<file path="src/rtl/burst_mode_ctrl_pkg.sv">
// Shared definitions for the CellularRAM burst control path: datapath Mode
// codes, controller state encoding and BCR field constants. LAT_COUNT and the
// BCR latency code both derive from BCR_LAT_CODE so they cannot drift apart.
package burst_mode_ctrl_pkg;

  // Datapath mode select driven to the burst-mode datapath
  typedef enum logic [2:0] {
    MODE_IDLE  = 3'b000,
    MODE_READ  = 3'b001,
    MODE_CON   = 3'b010,
    MODE_WRITE = 3'b011,
    MODE_ADDR  = 3'b100
  } mode_e;

  // Controller states
  typedef enum logic [2:0] {
    ST_PWRUP,
    ST_CFG_WR,
    ST_CFG_REC,
    ST_IDLE,
    ST_ADDR,
    ST_LAT,
    ST_DATA,
    ST_FINISH
  } state_e;

  // BCR fields (address-bus encoded configuration word)
  localparam logic [1:0]  BCR_REG_SEL     = 2'b10;  // A[19:18]: select BCR
  localparam logic        BCR_OP_SYNC     = 1'b0;   // A[15]: synchronous burst
  localparam logic        BCR_INIT_VAR    = 1'b0;   // A[14]: variable latency
  localparam int unsigned BCR_LAT_CODE    = 3;      // A[13:11]: latency code
  localparam logic        BCR_WAIT_POL_HI = 1'b1;   // A[10]: WAIT active high
  localparam logic        BCR_WAIT_EARLY  = 1'b1;   // A[8]: WAIT one clock early
  localparam logic [1:0]  BCR_DRIVE       = 2'b01;  // A[5:4]: half drive
  localparam logic        BCR_NO_WRAP     = 1'b1;   // A[3]: no burst wrap
  localparam logic [2:0]  BCR_BLEN_16     = 3'b011; // A[2:0]: 16-word burst

  // Cycles from the address cycle to first data, taken from the BCR code
  localparam int unsigned DEF_LAT_COUNT = BCR_LAT_CODE;

  // Full BCR word presented on the address bus during the config write
  localparam logic [22:0] BCR_WORD = {3'b000, BCR_REG_SEL, 2'b00, BCR_OP_SYNC,
                                      BCR_INIT_VAR, BCR_LAT_CODE[2:0],
                                      BCR_WAIT_POL_HI, 1'b0, BCR_WAIT_EARLY,
                                      2'b00, BCR_DRIVE, BCR_NO_WRAP, BCR_BLEN_16};

  // RCR default: no deep power-down, full array refresh
  localparam logic [1:0]  RCR_REG_SEL = 2'b00;

  // Largest of three cycle counts, used to size the shared delay counter
  function automatic int unsigned max3(input int unsigned a, input int unsigned b,
                                       input int unsigned c);
    int unsigned m;
    m = (a > b) ? a : b;
    return (m > c) ? m : c;
  endfunction

endpackage

</file>
<file path="src/rtl/mem_delay_counter.sv">
// Loadable down-counter with zero flag, shared by power-up, config and latency timing.
// Latency: zero_o is registered-state decode; a load is visible the next cycle.
// Backpressure: none; saturates at zero until reloaded.
module mem_delay_counter #(
  parameter int unsigned     W       = 8,
  parameter logic [W-1:0]    RST_VAL = '0
) (
  input  logic         clk_i,
  input  logic         rst_i,
  input  logic         load_i,
  input  logic [W-1:0] load_val_i,
  output logic         zero_o
);

  logic [W-1:0] cnt_q, cnt_d;

  // Load wins over counting; count stops at zero
  always_comb begin
    cnt_d = cnt_q;
    if (load_i) begin
      cnt_d = load_val_i;
    end else if (cnt_q != '0) begin
      cnt_d = cnt_q - W'(1);
    end
  end

  // Counter register; reset preloads the power-up interval
  always_ff @(posedge clk_i) begin
    if (rst_i) begin
      cnt_q <= RST_VAL;
    end else begin
      cnt_q <= cnt_d;
    end
  end

  assign zero_o = (cnt_q == '0);

endmodule

</file>
<file path="src/rtl/burst_mode_ctrl.sv">
// Control FSM for the CellularRAM sync burst path: power-up, BCR write, fixed bursts.
// Latency: Start at edge k -> ADDR at k+1, LAT for LAT_COUNT cycles, then DATA.
// Backpressure: MemWait (registered) stalls beats; WAIT_TIMEOUT stalls abort the burst.
module burst_mode_ctrl
  import burst_mode_ctrl_pkg::*;
#(
  parameter int unsigned PWRUP_CYCLES = 7500,
  parameter int unsigned CFG_HOLD     = 4,
  parameter int unsigned LAT_COUNT    = DEF_LAT_COUNT,
  parameter int unsigned BURST_LEN    = 16,
  parameter int unsigned WAIT_TIMEOUT = 15
) (
  input  logic       Clock,
  input  logic       Reset,
  input  logic       Start,
  input  logic       RW,
  input  logic       MemWait,
  output logic [2:0] Mode,
  output logic       MemCe_n,
  output logic       MemOe_n,
  output logic       MemWe_n,
  output logic       MemAdv_n,
  output logic       MemCre,
  output logic       MemClkEn,
  output logic       Busy,
  output logic       WordValid,
  output logic       WordReq,
  output logic       Done,
  output logic       Error
);

  localparam int unsigned DLY_MAX = max3(PWRUP_CYCLES, CFG_HOLD, LAT_COUNT);
  localparam int unsigned DLY_W   = (DLY_MAX < 2) ? 1 : $clog2(DLY_MAX + 1);
  localparam int unsigned BEAT_W  = $clog2(BURST_LEN + 1);
  localparam int unsigned WAIT_W  = $clog2(WAIT_TIMEOUT + 1);

  state_e            state_q, state_d;
  logic [BEAT_W-1:0] beat_q, beat_d;
  logic [WAIT_W-1:0] wait_q, wait_d;
  logic              rw_q, rw_d;
  logic              abort_q, abort_d;
  logic              mem_wait_q;
  logic              dly_load;
  logic [DLY_W-1:0]  dly_val;
  logic              dly_zero;

  // One counter times PWRUP, CFG_WR and LAT; reset preloads the power-up wait
  mem_delay_counter #(
    .W       (DLY_W),
    .RST_VAL (DLY_W'(PWRUP_CYCLES - 1))
  ) u_dly (
    .clk_i      (Clock),
    .rst_i      (Reset),
    .load_i     (dly_load),
    .load_val_i (dly_val),
    .zero_o     (dly_zero)
  );

  // Next-state logic: sequencing, beat/wait counting and abort detection
  always_comb begin
    state_d  = state_q;
    beat_d   = beat_q;
    wait_d   = wait_q;
    rw_d     = rw_q;
    abort_d  = abort_q;
    dly_load = 1'b0;
    dly_val  = '0;
    unique case (state_q)
      ST_PWRUP: begin
        if (dly_zero) begin
          state_d  = ST_CFG_WR;
          dly_load = 1'b1;
          dly_val  = DLY_W'(CFG_HOLD - 1);
        end
      end
      ST_CFG_WR: begin
        if (dly_zero) state_d = ST_CFG_REC;
      end
      ST_CFG_REC: state_d = ST_IDLE;
      ST_IDLE: begin
        if (Start) begin
          state_d = ST_ADDR;
          rw_d    = RW;
          beat_d  = '0;
          wait_d  = '0;
          abort_d = 1'b0;
        end
      end
      ST_ADDR: begin
        state_d  = ST_LAT;
        dly_load = 1'b1;
        dly_val  = DLY_W'(LAT_COUNT - 1);
      end
      ST_LAT: begin
        if (dly_zero) state_d = ST_DATA;
      end
      ST_DATA: begin
        if (!mem_wait_q) begin
          beat_d = beat_q + BEAT_W'(1);
          wait_d = '0;
          if (beat_q == BEAT_W'(BURST_LEN - 1)) state_d = ST_FINISH;
        end else begin
          wait_d = wait_q + WAIT_W'(1);
          if (wait_q == WAIT_W'(WAIT_TIMEOUT - 1)) begin
            state_d = ST_FINISH;
            abort_d = 1'b1;
          end
        end
      end
      ST_FINISH: state_d = ST_IDLE;
      default:   state_d = ST_PWRUP;
    endcase
  end

  // State and counter registers; reset restarts the power-up sequence
  always_ff @(posedge Clock) begin
    if (Reset) begin
      state_q    <= ST_PWRUP;
      beat_q     <= '0;
      wait_q     <= '0;
      rw_q       <= 1'b0;
      abort_q    <= 1'b0;
      mem_wait_q <= 1'b0;
    end else begin
      state_q    <= state_d;
      beat_q     <= beat_d;
      wait_q     <= wait_d;
      rw_q       <= rw_d;
      abort_q    <= abort_d;
      mem_wait_q <= MemWait;
    end
  end

  // Moore output decode from registered state, direction and WAIT
  always_comb begin
    Mode      = MODE_IDLE;
    MemCe_n   = 1'b1;
    MemOe_n   = 1'b1;
    MemWe_n   = 1'b1;
    MemAdv_n  = 1'b1;
    MemCre    = 1'b0;
    MemClkEn  = 1'b0;
    Busy      = 1'b1;
    WordValid = 1'b0;
    WordReq   = 1'b0;
    Done      = 1'b0;
    Error     = 1'b0;
    unique case (state_q)
      ST_CFG_WR: begin
        Mode     = MODE_CON;
        MemCre   = 1'b1;
        MemCe_n  = 1'b0;
        MemWe_n  = 1'b0;
        MemAdv_n = 1'b0;
      end
      ST_IDLE: Busy = 1'b0;
      ST_ADDR: begin
        Mode     = MODE_ADDR;
        MemCe_n  = 1'b0;
        MemAdv_n = 1'b0;
        MemWe_n  = ~rw_q;
        MemClkEn = 1'b1;
      end
      ST_LAT, ST_DATA: begin
        Mode     = rw_q ? MODE_READ : MODE_WRITE;
        MemCe_n  = 1'b0;
        MemClkEn = 1'b1;
        MemOe_n  = ~rw_q;
        if (state_q == ST_DATA) begin
          WordValid = rw_q & ~mem_wait_q;
          WordReq   = ~rw_q & ~mem_wait_q;
        end
      end
      ST_FINISH: begin
        Done  = ~abort_q;
        Error = abort_q;
      end
      default: ;
    endcase
  end

endmodule

</file>
<file path="config.mk">
export PLATFORM = sky130hd
export DESIGN_NAME = burst_mode_ctrl
export DESIGN_NICKNAME = d
export VERILOG_FILES = /design/src/rtl/burst_mode_ctrl_pkg.sv /design/src/rtl/mem_delay_counter.sv /design/src/rtl/burst_mode_ctrl.sv
export SDC_FILE = /design/constraint.sdc
export NUM_CORES = 1
export LEC_CHECK = 0
export ABC_AREA = 1
export CAP_MARGIN = 20
export CORE_MARGIN = 5
export CORE_UTILIZATION = 39
export CTS_CLUSTER_SIZE = 20
export DETAILED_ROUTE_END_ITERATION = 7
export PLACE_DENSITY = 0.7
export SYNTH_ARGS = -nofsm -noshare
export SYNTH_HDL_FRONTEND = slang
export SYNTH_HIERARCHICAL = 1
export SYNTH_SLANG_ARGS = --single-unit
</file>
<file path="constraint.sdc">
create_clock -name Clock -period 2.6 [get_ports Clock]
set_clock_uncertainty 0.15 [all_clocks]
set_input_delay 0.52 -clock Clock [delete_from_list [all_inputs] [get_ports Clock]]
set_output_delay 0.52 -clock Clock [all_outputs]
set_load 0.05 [all_outputs]
</file>
==> results of run 1 <==
## tightest hold or removal path, cell delays in order (launching register included)
cell     delay [ps]
dfxtp_1         340
nand2_1          70
a21oi_1          50
## layout make-up
type	instances	share of cell area, %
clock buffers	3	1.87
clock inverters	1	1.36
inverters	32	5.43
multi-input cells	220	52.1
flip-flops and latches	28	25.4
well taps	52	2.94
repair buffers	22	11.0
## sequential cells by signal (all words and copies together) (netlist names)
register and flops:
beat_q 5, abort_q 1, state_q 3, mem_wait_q 1, wait_q 4, rw_q 1, u_dly/cnt_q 13
## cells in the final DEF, fill, tap and decap left out, drive strengths merged, types with 4 or more instances in the layout
| master | netlist | layout |
|---|---|---|
| a21oi | 21 | 21 |
| buf | 3 | 17 |
| clkdlybuf4s50 | 0 | 4 |
| conb | 1 | 11 |
| dfxtp | 28 | 28 |
| ha | 6 | 6 |
| inv | 32 | 32 |
| nand2 | 73 | 73 |
| nand3 | 21 | 21 |
| nor2 | 52 | 52 |
| nor3 | 7 | 7 |
| o211ai | 4 | 4 |
| o21ai | 12 | 12 |
## worst max path at each step
stage | from | to | cells past startpoint
after detailed placement | u_dly/cnt_q[1] | u_dly/cnt_q[9] | 14
after CTS | state_q[0] | MemAdv_n | 5
after global placement | u_dly/cnt_q[1] | u_dly/cnt_q[9] | 14
after global routing | u_dly/cnt_q[1] | u_dly/cnt_q[9] | 14
after floorplan | state_q[2] | Mode[1] | 3
final | state_q[2] | WordValid | 5
## logic make-up after synthesis
kind of cell    Yosys count  synth area share (%)
fa+ha+maj                 6                  4.13
compound gates           37                  11.3
flops                    28                  30.8
other cells               1                 0.206
xor+xnor                  5                  2.41
buf+inv                  37                  8.33
simple gates            161                  42.8
## timing repair
action / CTS / global route
resized for setup: 0 / 2
hold buffers: 0 / 0
buffers inserted: 0 / 0
hold endpoints to repair: 0 / 0
endpoints found under the setup margin: 0 / 2
## report_power, final
group | leakage (uW) | total, uW | internal [uW] | switching, uW
Combinational | 0.000751 | 58.3 | 23.1 | 35.2
Clock | 0.0000357 | 355 | 206 | 149
Sequential | 0.000227 | 440 | 435 | 5.31
## metal layers
| metal | vias up | routed length (um) | track usage [%] |
|---|---|---|---|
| met2 | 32 | 1910 | 22.8 |
| met3 | 8 | 133 | 2.17 |
| li1 | 930 | - | - |
| met4 | 0 | 47 | 3.50 |
| met5 | - | 0 | 0 |
| met1 | 755 | 1900 | 18.5 |
## stage by stage
step                      area (um2)  setup TNS (ps)  setup slack (ps)  total power [uW]  hold WS (ps)
final                           2210               0               231               853           340
after detailed placement        2140               0               223               508           322
after floorplan                 1860            -296              -296               487           297
after global placement          2140               0               350               506           325
after CTS                       2210               0              7.54               860           338
after global routing            2210               0              35.1               888           367
==> impl_metrics.ini, run 1 <==
[logic_synthesis]
post-synth-top-area-fraction_pct = 30.8
synth_area_leaders = dfxtp_1, nand2_1, nor2_1, a21oi_1, inv_1
yosys.area.top_type = dfxtp_1
syn_area_um2 = 1820
synth_edf_count = 0
synth_ff_type = dfxtp_1
synth_cells = 275
seq_area_frac_synth_pct = 30.8
ys_top_cells_by_count = nand2_1, nor2_1, dfxtp_1
netlist-cell-type-count = 33
ys_ff_latch = 28
avgSynthCellArea_um2 = 6.61
synth_most_common_cell = nand2_1
ys_warn_count = 6
async_flop_share_pct = 0

[routing]
drc = 0
vias = 1725
routed_wl_um = 3990
vias_per_cell = 4.82
drtIter0Drc = 124
first_pass_iters = 4
avgRoutedWirePerCell_um = 11.2
ant_nets = 0

[run_status]
status = complete, no violations

[timing]
min_period_over_period_pct = 91.1
fin_crit_ps = 2370
rsz0062_at_grt = false
slew_headroom_pct = 66.4
finalSetupViolCount = 0
fmax_mhz = 422
slew_viol_final = 0
tightestPinTransition_ps = 503
final-hold-violation-count = 0

[place]
place_hpwl_um = 3120
port_buffers = 18
place_congestion = 0.858
dp_cells = 354

[die]
fp.coreArea_um2 = 4440
boundaryPins = 19
dieArea_um2 = 6130
start_util_pct = 40.9
die_w_um = 78.3
num_rows = 24
die_y_um = 78.3

[cells_and_area]
fin_util_pct = 49.7
synthToLayoutAreaGrowth_pct = 21.6
drive_gt1_share_pct = 17.6
seqCellArea_um2 = 561
final_cell_count_no_fill = 358
final_nets = 318
multi_input_area_um2 = 1150
num-fill-cells = 449
antennaDiodeCount = 0

[clocking]
cts_tree = done
numCtsBuffers = 3
clk_latency_ps = 280
cts_root_buf = clkbuf_8
clk_pin_slew_ps = 100
cts.sinks = 28
h-tree-depth = 1
cts_buffer_depth = 2

[worst_setup_path]
startpoint_type = flip-flop
r2r_slack_ps = 290
cp_num_buf_inv = 1
r2r-end = u_dly/cnt_q[9]
crit_family = simple AND/OR/NAND/NOR gates
path_class = reg2out
worstPathArrival_ps = 1700
worstPathRequired_ps = 1930
cp-end-kind = output pin
path_cells = nand2_1 > nor2_1 > nand2_2 > nor2_1 > buf_12
crit_path_frequent_cell = nor2_1
reg2reg_from = u_dly/cnt_q[1]
slowest_delay_ps = 550
crit_fanout = 9
r2r_cells = 14
cpMaxStageDelayCell = dfxtp_1

[min_path]
hold_path_end = beat_q[0]
min_from = beat_q[0]
hp-class = reg2reg
min_path_cells = 2

[global_routing]
grt_pass1_wl_um = 6930
grt_max_degree = 17
antenna_found_initial = 0
grt_remaining_overflow = 0
grt_pass1_vias = 1557
grt_use_total_pct = 13.7

[run]
cap_violations = 0

[power_and_ir_drop]
peakVddDrop_mv = 0.195
power_per_cell_area_nw_per_um2 = 386
p_leak_uw = 0.00101
No activity file was read; power rests on OpenSTA's default activity.
==> run 2, diff against run 1 <==
- MAX_ROUTING_LAYER: not set -> met4
- PLACE_DENSITY: 0.7 -> 0.73
- clock period: 2.6 -> 2 ns (I/O delays scaled with it)
==> impl_metrics.ini, run 2 (synthesis gave the netlist of run 1 again) <==
[place]
place_hpwl_um = 3340
dp_cells = 367
port_buffers = 18
place_congestion = 0.879

[clocking]
cts.sinks = 28
cts_tree = done
cts_buffer_depth = 2
clk_latency_ps = 280
numCtsBuffers = 3
cts_root_buf = clkbuf_8
h-tree-depth = 1
clk_pin_slew_ps = 100

[cells_and_area]
fin_util_pct = 56.6
top_register = u_dly/cnt_q
num-fill-cells = 418
largest_reg_flops = 13
synthToLayoutAreaGrowth_pct = 38.3
final_cell_count_no_fill = 375
antennaDiodeCount = 0
layout_commonest_cell = nand2_1
final_nets = 335
drive_gt1_share_pct = 29.4
top_regs = u_dly/cnt_q x13, beat_q x5, wait_q x4
final_cell_mix = nand2_1, nor2_1, inv_1, dfxtp_1, buf_4

[routing]
ant_nets = 0
vias_per_cell = 4.82
avgRoutedWirePerCell_um = 11.6
first_pass_iters = 4
drc = 0
vias = 1807
routed_wl_um = 4330
drtIter0Drc = 89

[worst_setup_path]
cp-end-kind = output pin
crit_path_frequent_cell = buf_4
startpoint_type = flip-flop
worstPathArrival_ps = 1390
slowest_delay_ps = 390
worstPathRequired_ps = 1450
path_cells = buf_4 > buf_4 > nor2_4 > inv_1 > buf_12
cpMaxStageDelayCell = dfxtp_4
crit_fanout = 8
path_class = reg2out
r2r_slack_ps = 140
reg2reg_from = u_dly/cnt_q[1]
r2r_cells = 13
r2r-end = u_dly/cnt_q[0]

[timing]
fin_crit_ps = 1940
min_period_over_period_pct = 96.8
slew_viol_final = 0
finalSetupViolCount = 0
final-hold-violation-count = 0
fmax_mhz = 517

[min_path]
min_path_cells = 2
hp-class = reg2reg
min_from = beat_q[0]
hold_path_end = beat_q[0]

[global_routing]
grt_remaining_overflow = 0
grt_max_degree = 16
grt_pass1_wl_um = 7560
grt_pass1_vias = 1731
antenna_found_initial = 0
grt_use_total_pct = 15.3

[die]
num_rows = 24
start_util_pct = 40.9
die_y_um = 78.3
die_w_um = 78.3
boundaryPins = 19
dieArea_um2 = 6130
fp.coreArea_um2 = 4440

[run]
cap_violations = 0

[power_and_ir_drop]
power_per_cell_area_nw_per_um2 = 406
peakVddDrop_mv = 0.246
p_leak_uw = 0.00113

[run_status]
status = complete, no violations
## run 2: cell types whose count changed in the layout (fill, tap and decap cells not counted), moves of 4 or more
cell / delta
buf_4: +10
buf_12: +8
dfxtp_1: -6
dfxtp_2: +5
nor2_1: -5
nand2_1: -4
nor2_4: +4
## run 2: layout make-up
cell class,count,area [um2],area share (%)
Clock buffer,4,55.1,2.19
Inverter,32,120,4.78
Multi-Input combinational cell,220,1240,49.3
Sequential cell,28,571,22.7
Tap cell,52,65.1,2.59
Timing Repair Buffer,39,465,18.5
## run 2: how the worst max path moves through the flow
| stage | from | endpoint | slack, ps | cells after the start |
|---|---|---|---|---|
| 6_report | state_q[2] | Busy | 60 | 5 |
| 5_1_grt | u_dly/cnt_q[1] | u_dly/cnt_q[9] | -10 | 15 |
| 4_1_cts | state_q[2] | WordValid | -20 | 5 |
| 3_5_place_dp | u_dly/cnt_q[1] | u_dly/cnt_q[9] | 8 | 15 |
| 3_3_place_gp | u_dly/cnt_q[1] | u_dly/cnt_q[9] | 90 | 14 |
| 2_1_floorplan | state_q[2] | MemWe_n | -230 | 3 |
## run 2: timing repair
| action | CTS | global route |
|---|---|---|
| pin swaps | 1 | 7 |
| setup endpoints to repair | 10 | 23 |
| buffers inserted | 0 | 4 |
| resized for setup | 5 | 17 |
| hold buffers | 0 | 0 |
| hold endpoints to repair | 0 | 0 |
## run 2: report_power, final
| group | internal [uW] | total (uW) | switching [uW] |
|---|---|---|---|
| logic | 38.2 | 88.9 | 50.7 |
| clock network | 176 | 361 | 185 |
| registers | 564 | 571 | 6.95 |
| total | 779 | 1020 | 243 |
## run 2: per-stage QoR
step                      setup TNS (ps)  instance area [um2]  hold slack, ps  power [uW]  setup WS [ps]
after floorplan                     -632                 1900             305         634           -229
after global placement                 0                 2360             327         667           92.9
after detailed placement               0                 2360             340         667           8.21
after CTS                          -40.6                 2430             357        1020          -22.8
after global routing               -24.6                 2510             376        1080          -14.2
final                                  0                 2510             349        1020           64.3
## run 2: layer usage
metal,part of all wire [%],vias up,GRT usage (%),wire [um]
met3,2.5,6,2.40,109
met4,1.2,0,4.55,51
met1,47,813,19.8,2050
li1,-,959,-,-
met5,0,-,-,0
met2,49,29,24.7,2120
## run 2: critical path, delay by kind of cell (launching register included)
| kind | cells | cell delay [ps] |
|---|---|---|
| flops | 1 | 390 |
| simple gates | 1 | 140 |
| buf+inv | 4 | 580 |
==> run 3, diff against run 2 <==
- clock period: 2 -> 1.7 ns (I/O delays scaled with it)
==> impl_metrics.ini, run 3 (synthesis gave the netlist of run 1 again) <==
[clocking]
h-tree-depth = 1
clk_pin_slew_ps = 100
holdBufCountCts = 0
cts.sinks = 28
numCtsBuffers = 3
cts_root_buf = clkbuf_8
cts_buffer_depth = 2
clk_latency_ps = 280
cts_tree = done

[cells_and_area]
largest_reg_flops = 13
stdcell_area_um2 = 3080
synthToLayoutAreaGrowth_pct = 69.2
drive_gt1_share_pct = 47.1
multi_input_area_um2 = 1440
final_cell_mix = nand2_1, buf_4, nor2_1, inv_1, dfxtp_1
top_regs = u_dly/cnt_q x13, beat_q x5, wait_q x4
antennaDiodeCount = 0
final_nets = 371
final_cell_count_no_fill = 411
num-fill-cells = 321
seqCellArea_um2 = 583
layout_commonest_cell = nand2_1
top_register = u_dly/cnt_q

[run_status]
status = finished with violations
violations = setup timing

[timing]
slew_viol_final = 0
worst_slack_ps = -162
rsz0062_at_grt = true
finalSetupViolCount = 25
holdWs_ps = 355
min_period_over_period_pct = 110
final-hold-violation-count = 0
fin_crit_ps = 1860
fmax_mhz = 537

[worst_setup_path]
r2r_slack_ps = -100
cp-end-kind = output pin
r2r_cells = 13
r2r-end = u_dly/cnt_q[1]
crit_path_start = state_q[0]
reg2reg_from = u_dly/cnt_q[4]
worstPathRequired_ps = 1210
startpoint_type = flip-flop
path_class = reg2out
crit_fanout = 6
worstPathArrival_ps = 1370
crit_path_end = MemWe_n

[die]
start_util_pct = 40.9
dieArea_um2 = 6130
num_rows = 24
die_w_um = 78.3
boundaryPins = 19
die_y_um = 78.3
fp.coreArea_um2 = 4440

[power_and_ir_drop]
total_power_uw = 1180
p_leak_uw = 0.00139
power_per_cell_area_nw_per_um2 = 383
peakVddDrop_mv = 0.430

[global_routing]
gr-usage-met1_pct = 19.1
grt_pass1_vias = 1950
grt_use_total_pct = 17.3
grt_busiest_layer = met2
grt_util_met3_pct = 4.46
grt_pass1_wl_um = 8500
antenna_found_initial = 0
met2_usage_pct = 31.4
grt_max_degree = 16
grt_remaining_overflow = 0

[place]
port_buffers = 18
place_hpwl_um = 3610
postPlaceCellArea_um2 = 2670
dp_cells = 385
place_congestion = 0.954

[routing]
vias = 2017
drc = 0
routed_wl_um = 5110
vias_per_cell = 4.91
avgRoutedWirePerCell_um = 12.4
ant_nets = 0
drtIter0Drc = 96
first_pass_iters = 4

[min_path]
hp-class = reg2reg

[run]
cap_violations = 0
## run 3: cell types whose count changed in the layout (fill, tap and decap cells not counted), moves of 6 or more
cell     before  now
buf_4        22   46
buf_6         0    8
nand2_1      61   51
nand3_1      19   12
nand3_2       1    7
nor2_1       38   32
## run 3: worst max-delay path, cell delays in order, from the launching register on
cell and delay, ps:
dfxtp_4 400, inv_2 130, nand2_4 100, nor2_4 220, a21oi_4 90, buf_12 150
## run 3: worst min-delay path by stage
stage	from	to	cells past startpoint
6_report	wait_q[1]	wait_q[1]	2
5_1_grt	abort_q	abort_q	2
4_1_cts	wait_q[1]	wait_q[1]	2
3_5_place_dp	abort_q	abort_q	2
3_3_place_gp	abort_q	abort_q	2
2_1_floorplan	Reset	abort_q	1
## run 3: what timing repair did
| item | CTS | global route |
|---|---|---|
| resized for setup | 22 | 42 |
| endpoints found under the setup margin | 19 | 33 |
| buffers inserted | 12 | 12 |
| endpoints found under the hold margin | 0 | 0 |
| pin swaps | 9 | 30 |
## run 3: per-layer routing
metal  vias up  routed length (um)
li1       1036                   -
met1       917                2060
met2        54                2710
met3        10                 255
met4         0                  83
met5         -                   0
## run 3: where the power goes
group	switching [uW]	internal, uW	total (uW)	leakage, uW
registers	8.85	659	668	0.000232
clock network	217	169	386	0.0000228
logic	66.1	57.6	124	0.00114
total	292	885	1180	0.00139
## run 3: final cells by class
class / instances / share of cell area (%)
Tap cell: 52 / 2.12
Sequential cell: 28 / 19.0
Inverter: 32 / 4.48
Clock buffer: 4 / 1.46
Multi-Input combinational cell: 220 / 46.9
Timing Repair Buffer: 75 / 26.0
## run 3: metrics by stage
stage | util [%] | worst slack (ps) | TNS (ps)
5_1_grt | 69.2 | -226 | -4060
4_1_cts | 64.5 | -150 | -1400
6_report | 69.2 | -162 | -1720
3_5_place_dp | 60.1 | -35.4 | -69.6
2_1_floorplan | - | -153 | -508
3_3_place_gp | 60.1 | -14.3 | -14.3
